==> src/rtl/useq_pkg.sv <==
// Shared microsequencer definitions: loader state encoding, store geometry,
// core opcodes and the running-checksum helper.
package useq_pkg;

  localparam int USEQ_ADDR_W = 8;
  localparam int USEQ_DATA_W = 8;

  typedef enum logic [2:0] {
    ST_IDLE = 3'd0,
    ST_LEN  = 3'd1,
    ST_PAY  = 3'd2,
    ST_CSUM = 3'd3,
    ST_RUN  = 3'd4,
    ST_ERR  = 3'd5
  } ld_state_t;

  localparam logic [7:0] OP_NOP = 8'h00;
  localparam logic [7:0] OP_LDA = 8'h10;
  localparam logic [7:0] OP_ADD = 8'h20;
  localparam logic [7:0] OP_SUB = 8'h30;
  localparam logic [7:0] OP_STA = 8'h40;
  localparam logic [7:0] OP_JMP = 8'h50;
  localparam logic [7:0] OP_JZ  = 8'h60;
  localparam logic [7:0] OP_HLT = 8'hFF;

  // Image checksum is the byte-wise sum modulo 256.
  function automatic logic [7:0] csum_add(input logic [7:0] a, input logic [7:0] b);
    return a + b;
  endfunction

endpackage

==> src/rtl/useq_store.sv <==
// Program store: one synchronous write port, one asynchronous read port
// (distributed RAM). Contents are deliberately not reset.
module useq_store
  import useq_pkg::*;
#(
  parameter int ADDR_W = USEQ_ADDR_W,
  parameter int DATA_W = USEQ_DATA_W
) (
  input  logic              clk,
  input  logic              i_we,
  input  logic [ADDR_W-1:0] i_waddr,
  input  logic [DATA_W-1:0] i_wdata,
  input  logic [ADDR_W-1:0] i_raddr,
  output logic [DATA_W-1:0] o_rdata
);

  logic [DATA_W-1:0] r_mem [0:(2**ADDR_W)-1];

  // Write port; a same-cycle read sees the old word until this edge.
  always_ff @(posedge clk) begin
    if (i_we) begin
      r_mem[i_waddr] <= i_wdata;
    end
  end

  assign o_rdata = r_mem[i_raddr];

endmodule

==> src/rtl/useq_prog_loader.sv <==
// Program loader: receives a length-framed, checksummed byte image into the
// program store and holds the core in reset until the image verifies.
module useq_prog_loader
  import useq_pkg::*;
#(
  parameter int ADDR_W  = USEQ_ADDR_W,
  parameter int DATA_W  = USEQ_DATA_W,
  parameter int AUTORUN = 0
) (
  input  logic              clk,
  input  logic              rst_n,
  input  logic [ADDR_W-1:0] i_mem_addr,
  output logic [DATA_W-1:0] o_mem_data,
  input  logic              i_ld_start,
  input  logic [7:0]        i_ld_data,
  input  logic              i_ld_valid,
  output logic              o_ld_ready,
  output logic              o_core_rst_n,
  output logic              o_busy,
  output logic              o_done,
  output logic              o_err
);

  localparam ld_state_t RST_STATE = (AUTORUN != 0) ? ST_RUN : ST_IDLE;
  localparam logic      RST_RUN   = (AUTORUN != 0);
  localparam logic [ADDR_W:0] CNT_ONE = {{ADDR_W{1'b0}}, 1'b1};
  localparam logic [ADDR_W:0] CNT_MAX = {1'b1, {ADDR_W{1'b0}}};

  ld_state_t         r_state;
  ld_state_t         w_state_nxt;
  logic [ADDR_W:0]   r_cnt;
  logic [ADDR_W-1:0] r_waddr;
  logic [7:0]        r_sum;
  logic              r_ld_ready;
  logic              r_busy;
  logic              r_done;
  logic              r_core_rst_n;
  logic              r_err;
  logic              w_accept;
  logic              w_we;

  // ld_start takes priority, so a byte offered alongside it is not consumed.
  assign w_accept = i_ld_valid && r_ld_ready && !i_ld_start;

  // Next-state decode and store write enable.
  always_comb begin
    w_state_nxt = r_state;
    w_we        = 1'b0;
    if (i_ld_start) begin
      w_state_nxt = ST_LEN;
    end else begin
      case (r_state)
        ST_IDLE: w_state_nxt = ST_IDLE;
        ST_LEN:  w_state_nxt = w_accept ? ST_PAY : ST_LEN;
        ST_PAY: begin
          w_we = w_accept;
          if (w_accept && (r_cnt == CNT_ONE)) begin
            w_state_nxt = ST_CSUM;
          end else begin
            w_state_nxt = ST_PAY;
          end
        end
        ST_CSUM: begin
          if (!w_accept) begin
            w_state_nxt = ST_CSUM;
          end else if (i_ld_data == r_sum) begin
            w_state_nxt = ST_RUN;
          end else begin
            w_state_nxt = ST_ERR;
          end
        end
        ST_RUN:  w_state_nxt = ST_RUN;
        ST_ERR:  w_state_nxt = ST_ERR;
        default: w_state_nxt = ST_IDLE;
      endcase
    end
  end

  // State, counters, checksum and registered status outputs.
  always_ff @(posedge clk or negedge rst_n) begin
    if (!rst_n) begin
      r_state      <= RST_STATE;
      r_cnt        <= {(ADDR_W+1){1'b0}};
      r_waddr      <= {ADDR_W{1'b0}};
      r_sum        <= 8'h00;
      r_ld_ready   <= 1'b0;
      r_busy       <= 1'b0;
      r_done       <= RST_RUN;
      r_core_rst_n <= RST_RUN;
      r_err        <= 1'b0;
    end else begin
      r_state      <= w_state_nxt;
      r_busy       <= (w_state_nxt == ST_LEN) || (w_state_nxt == ST_PAY) ||
                      (w_state_nxt == ST_CSUM);
      r_ld_ready   <= (w_state_nxt == ST_LEN) || (w_state_nxt == ST_PAY) ||
                      (w_state_nxt == ST_CSUM);
      r_done       <= (w_state_nxt == ST_RUN);
      r_core_rst_n <= (w_state_nxt == ST_RUN);
      r_err        <= (w_state_nxt == ST_ERR);
      if (w_accept) begin
        case (r_state)
          ST_LEN: begin
            // A zero length byte encodes a full 2**ADDR_W image.
            r_cnt   <= (i_ld_data == 8'h00) ? CNT_MAX : (ADDR_W+1)'(i_ld_data);
            r_waddr <= {ADDR_W{1'b0}};
            r_sum   <= 8'h00;
          end
          ST_PAY: begin
            r_cnt   <= r_cnt - CNT_ONE;
            r_waddr <= r_waddr + {{(ADDR_W-1){1'b0}}, 1'b1};
            r_sum   <= csum_add(r_sum, i_ld_data);
          end
          default: begin
            r_cnt <= r_cnt;
          end
        endcase
      end
    end
  end

  useq_store #(
    .ADDR_W (ADDR_W),
    .DATA_W (DATA_W)
  ) u_store (
    .clk     (clk),
    .i_we    (w_we),
    .i_waddr (r_waddr),
    .i_wdata (DATA_W'(i_ld_data)),
    .i_raddr (i_mem_addr),
    .o_rdata (o_mem_data)
  );

  assign o_ld_ready   = r_ld_ready;
  assign o_busy       = r_busy;
  assign o_done       = r_done;
  assign o_core_rst_n = r_core_rst_n;
  assign o_err        = r_err;

endmodule
==> config.mk <==
export PLATFORM = sky130hd
export DESIGN_NAME = useq_prog_loader
export DESIGN_NICKNAME = d
export VERILOG_FILES = /design/src/rtl/useq_pkg.sv /design/src/rtl/useq_store.sv /design/src/rtl/useq_prog_loader.sv
export SDC_FILE = /design/constraint.sdc
export NUM_CORES = 2
export LEC_CHECK = 0
export ABC_AREA = 0
export CAP_MARGIN = 0
export CORE_ASPECT_RATIO = 1.25
export CORE_MARGIN = 2
export CORE_UTILIZATION = 45
export CTS_CLUSTER_DIAMETER = 120
export DETAILED_ROUTE_END_ITERATION = 16
export GPL_TIMING_DRIVEN = 0
export PLACE_DENSITY = 0.71
export SLEW_MARGIN = 20
export SYNTH_ARGS = -nofsm -noshare
export SYNTH_HDL_FRONTEND = slang
export SYNTH_SLANG_ARGS = --single-unit
==> constraint.sdc <==
create_clock -name clk -period 11.5 [get_ports clk]
set_input_delay 2.875 -clock clk [delete_from_list [all_inputs] [get_ports clk]]
set_output_delay 2.875 -clock clk [all_outputs]
set_load 0.02 [all_outputs]
After elaboration in Yosys (flattened, before gate mapping):

Memory sizes are Yosys's and may differ from the RTL's.
Index checks and enable logic that the tools add are counted.
W data, S select, Z words.

* memories: 1
* register bits: 31
* memory bits (writable): 2048
* output and inout bits: 13
* input port bits: 20

Memories
* u_store.r_mem: words 256, width 8, rd ports 1, clocked after Yosys merged registers in 0, write ports 1, RTL line useq_store.sv:17 `logic [DATA_W-1:0] r_mem [0:(2**ADDR_W)-1];`

* mux-type cells: 14
* reduce and logical (&&, ||, !) cells: 9
* equality and inequality tests: 12
* add/subtract/negate cells: 3

Operator list (count)
* $pmux W8 S2: 2
* $pmux W9 S2: 1
* $pmux W3 S5: 1
* $eq A3 B2 Y1 const B: 4
* $eq A3 B3 Y1 const B: 4
* $eq A9 B1 Y1 const B: 1
* $mux W9: 1
* $sub A9 B1 Y9 const B: 1
* $add A8 B1 Y8 const B: 1
* $add A8 B8 Y8: 1
* $eq A8 B8 Y1: 1
* $logic_not A8 Y1: 1
* $eq A3 B1 Y1 const B: 2
* $mux W1: 6
* $mux W3: 2
* $logic_and A1 B1 Y1: 3
* $logic_or A1 B1 Y1: 2
* $mux W2: 1
* $reduce_and A2 Y1: 1
* $reduce_bool A2 Y1: 1
* $logic_not A1 Y1: 1

Logic depth before layout (Yosys ltp):

* depth after elaboration: 9
* depth in mapped cells: 12
* gate-level depth less buffers: 8

Cells and area by module:

Synthesis repeated with hierarchy kept, for this count alone.

* cells, all modules: 3926
* area total of the unflattened synthesis: 81265.4 um2

Modules (own cells, without submodules)
* useq_store: sequential area each 61499.0 um2, times used 1, area each 79396.1 um2, cells each 3725
* useq_prog_loader: sequential area each 775.7 um2, times used 1, area each 1869.3 um2, cells each 201

Worst setup path before layout:

No wires, ideal clock.

* path kind: input to output
* start: input port i_mem_addr[0]
* end: output port o_mem_data[3]
* buffers on the path: 5
* stages on the path: 11
* arrival: 5133 ps
* required time: 8625 ps
* path slack: 3492 ps
* cell sequence: buf_2 > buf_2 > or3b_1 > clkbuf_1 > clkbuf_1 > clkbuf_1 > o221ai_1 > a21oi_1 > o21ai_0 > nand4_1 > a311oi_1

* word-level cells in the longest chain between the ends: 1

Ends and longest elaborated chain
* start: declaration: RTL line useq_prog_loader.sv:12 `input logic [ADDR_W-1:0] i_mem_addr,`
* $mem_v2 Z256 W8
* end: declaration: RTL line useq_prog_loader.sv:13 `output logic [DATA_W-1:0] o_mem_data,`

No other way between the ends.

Final worst setup path:

* start: input port i_mem_addr[2]
* end: output port o_mem_data[5]

Same word-level chain as after synthesis.

==> results.tsv <==
stage	metric	value	unit
run	max-cap-violations	0	
timing	setup_ws	-0.1110	ns
clock_tree	cts_resized	0	
logic_synthesis	synth-edff-count	2048	
power_and_ir_drop	p_per_area	172.3	mW/mm^2
power_and_ir_drop	clockPowerShare	0.404	
place	dp_hpwl	137300	um
drt	routed_wl	211600	um
drt	wl_per_cell	32.69	um
die	ios	33	
power_and_ir_drop	power	0.01562	W
layout	area_growth	12.26	%
die	rows	173	
power_and_ir_drop	ir_worst_vdd	0.0001626	V
timing	rsz0062_at_grt	false	
drt	detail-route-antenna-nets	0	
die	initial_core_util	0.4534	
die	die_area	0.1829	mm^2
logic_synthesis	post-synth-top-count-cell	edfxtp_1	
power_and_ir_drop	seqPwrFrac	0.535	
global_routing	grtUsageTotal	0.2311	
power_and_ir_drop	p_leak	28.00	nW
place	dpl.cell_count	6121	
logic_synthesis	synthAdderAreaFrac	0.002262	
drt	vias	40170	
place	place.gp.congestion	0.9162	
global_routing	grt_start_max_net_pins	141	
logic_synthesis	ys_seq_area_frac	0.7710	
logic_synthesis	syn_area	0.08077	mm^2
clock_tree	post-cts-setup-buffer-count	0	
logic_synthesis	synth-seq-cells	2079	
timing	fmax	0.08612	GHz
timing	holdWs	0.4956	ns
place	pre_cts_ws	0.09000	ns
clock_tree	clk_latency	0.86	ns
power_and_ir_drop	p_int	0.01220	W
global_routing	gr-total-overflow	0	
clock_tree	numCtsBuffers	191	
clock_tree	cts_tree	done	
hold_path	holdCritPathClass	reg -> reg	
power_and_ir_drop	switching_share	0.2193	
logic_synthesis	synth_cells	3718	
logic_synthesis	synth_common_cells	edfxtp_1, mux4_2, nor2_1	
worst_setup_path	crit_path_max_incr_delay	0.79	ns
global_routing	antenna_found_initial	14	
clock_tree	cts.clk_slew.worst_paths	0.06	ns
logic_synthesis	yosys.area_share.simple	0.02506	
logic_synthesis	ys.flop_type	edfxtp_1	
timing	clock_skew	0.02821	ns
timing	relSlewSlack	0.1777	
logic_synthesis	synth_compound_area_frac	0.02203	
timing	maxSlewViolCount	0	
layout	drive_above_1_share	0.2363	
timing	finalCritPeriodShare	1.010	
layout	fin_cells	6473	
logic_synthesis	synth-warning-count	0	
global_routing	first_global_vias	40470	
worst_setup_path	critPathSlowestCell	clkbuf_1	
power_and_ir_drop	p_sw	0.003426	W
logic_synthesis	syn_area_per_cell	21.73	um^2
die	core_area	0.1781	mm^2
outcome	violations	negative setup slack	
worst_setup_path	path_cells	clkdlybuf4s50_1 -> buf_2 -> nor2b_1 -> clkbuf_1 -> clkbuf_1 -> a22oi_1 -> a22oi_1 -> nand4_1 -> a311oi_2 -> clkdlybuf4s50_1	
worst_setup_path	critPathCaptureType	output pin	
worst_setup_path	startpoint_type	primary input	
worst_setup_path	crit_arrival	8.74	ns
global_routing	grt_pass1_wl	297100	um
outcome	status	finished, violations left	
drt	vias_per_cell	6.206	
worst_setup_path	worst_ep_required_time	8.63	ns
logic_synthesis	syn_nets	3752	
logic_synthesis	synth_top_cell_area_share	0.7614	
timing	hold_viol_final	0	
worst_setup_path	worstSetupPathType	in -> out	
timing	period_needed	11.61	ns
worst_setup_path	crit_family	buffers and inverters	
worst_setup_path	cp_max_fo	10	
logic_synthesis	synth_cell_types	51	
worst_setup_path	cp_num_buf_inv	5	
logic_synthesis	synth_top_family_by_area	multiplexers	
drt	first_pass_iters	5	
clock_tree	hold_buffers	0	
place	portBuffers	25	
clock_tree	cts.sinks	2079	
die	die_w	382.9	um
drt	drtIter0Drc	5425	
timing	tightest_slew	1.234	ns
clock_tree	cts_buffer_depth	3	
logic_synthesis	synth_mux_area_frac	0.1641	
clock_tree	cts_root_buf	clkbuf_16	
logic_synthesis	ys_async_sr_fraction	0.01491	
logic_synthesis	yosysTopAreaCell	edfxtp_1	
clock_tree	htree_levels	4	
drt	drc	0	
timing	finalSetupViolCount	1	
power_and_ir_drop	power_frac_comb	0.061	
logic_synthesis	synth.area.top_cells	edfxtp_1, mux4_2, nor2_1	
layout	fin_nets	3986	
die	fp.dieH	477.7	um
logic_synthesis	synthXorXnorAreaFrac	0.0008675	
state kept, by name (all words and copies together), names as in the netlist:
register       count
u_store.r_mem   2048
r_cnt              9
r_sum              8
r_waddr            8
r_state            3
o_busy             1
o_core_rst_n       1
o_err              1
kinds of logic (layout without fill, tap and decap cells):
| logic type | after synthesis | in the layout |
|---|---|---|
| AOI/OAI and AO/OA | 266 | 266 |
| xor gates and xnor gates | 8 | 8 |
| muxes | 649 | 649 |
| DFF | 2079 | 2079 |
| buffers and inverters | 231 | 622 |
| and+or+nand+nor | 471 | 471 |
| other | 0 | 2 |
| adders and majority gates | 14 | 14 |
worst reg2reg max path: cells and delay by family (launching register included):
family	cells	cell delay (ns)
buf+inv	2	0.67
flops	1	0.43
simple gates	6	2.81
final timing paths:
| check | slack [ns] | cells past startpoint | startpoint | to |
|---|---|---|---|---|
| max | -0.11 | 10 | i_mem_addr[2] | o_mem_data[5] |
| min | 0.50 | 2 | r_sum[6] | r_sum[6] |
| max reg2reg | 7.22 | 8 | r_state[2] | u_store.r_mem[87][3] |
| min reg2reg | 0.50 | 2 | r_sum[6] | r_sum[6] |
| max in group asynchronous | 8.96 | 1 | rst_n | r_waddr[1] |
| min in group asynchronous | 2.08 | 1 | rst_n | o_err |
power groups by stage:
stage          Clock, W  Sequential (W)  Combinational, W
4_1_cts         0.00634         0.00836          0.000938
6_report        0.00631         0.00837          0.000947
2_1_floorplan         0         0.00853          0.000484
3_5_place_dp          0         0.00853          0.000934
3_3_place_gp          0         0.00861          0.000897
5_1_grt         0.00663         0.00836          0.000982
cell usage in the layout, fill, tap and decap left out, drive strengths merged, types with 7 or more instances in the layout:
cell type      instances
edfxtp              2048
mux4                 540
clkbuf               332
nor2                 290
buf                  142
mux2i                108
clkinv                95
a22oi                 82
nand2                 60
a21oi                 47
o21ai                 38
dfrtp                 31
nand3                 30
o22ai                 27
nor3                  21
nand4                 19
bufinv                18
o221ai                17
clkdlybuf4s50         16
a211oi                15
inv                   14
nor2b                 13
ha                    13
a31oi                 11
or3                    9
and2                   7
a311oi                 7
area by class of cell:
cell class	count	area, um^2
Multi-Input combinational cell	1408	17350
Clock buffer	226	5027
Timing Repair Buffer	41	709.4
Buffer	223	1184
Antenna cell	2	5.005
Sequential cell	2079	62270
Tap cell	2362	2955
Clock inverter	124	1142
Fill cell	13650	87470
Inverter	8	30.03
routing by layer:
metal,wire [um],GRT usage
met1,73550,0.2837
met3,20030,0.05066
met2,105600,0.3829
met4,12350,0.1244
met5,118,0
per-stage QoR:
step / cell area [um^2] / TNS, ns / util
floorplan: 80770 / 0 / -
global placement: 83980 / -87.50 / 0.4714
detailed placement: 84500 / 0 / 0.4743
CTS: 90670 / 0 / 0.5090
global route: 90680 / 0 / 0.5090
finish: 90680 / -0.1110 / 0.5090
Power figures use the tool's default switching activity.
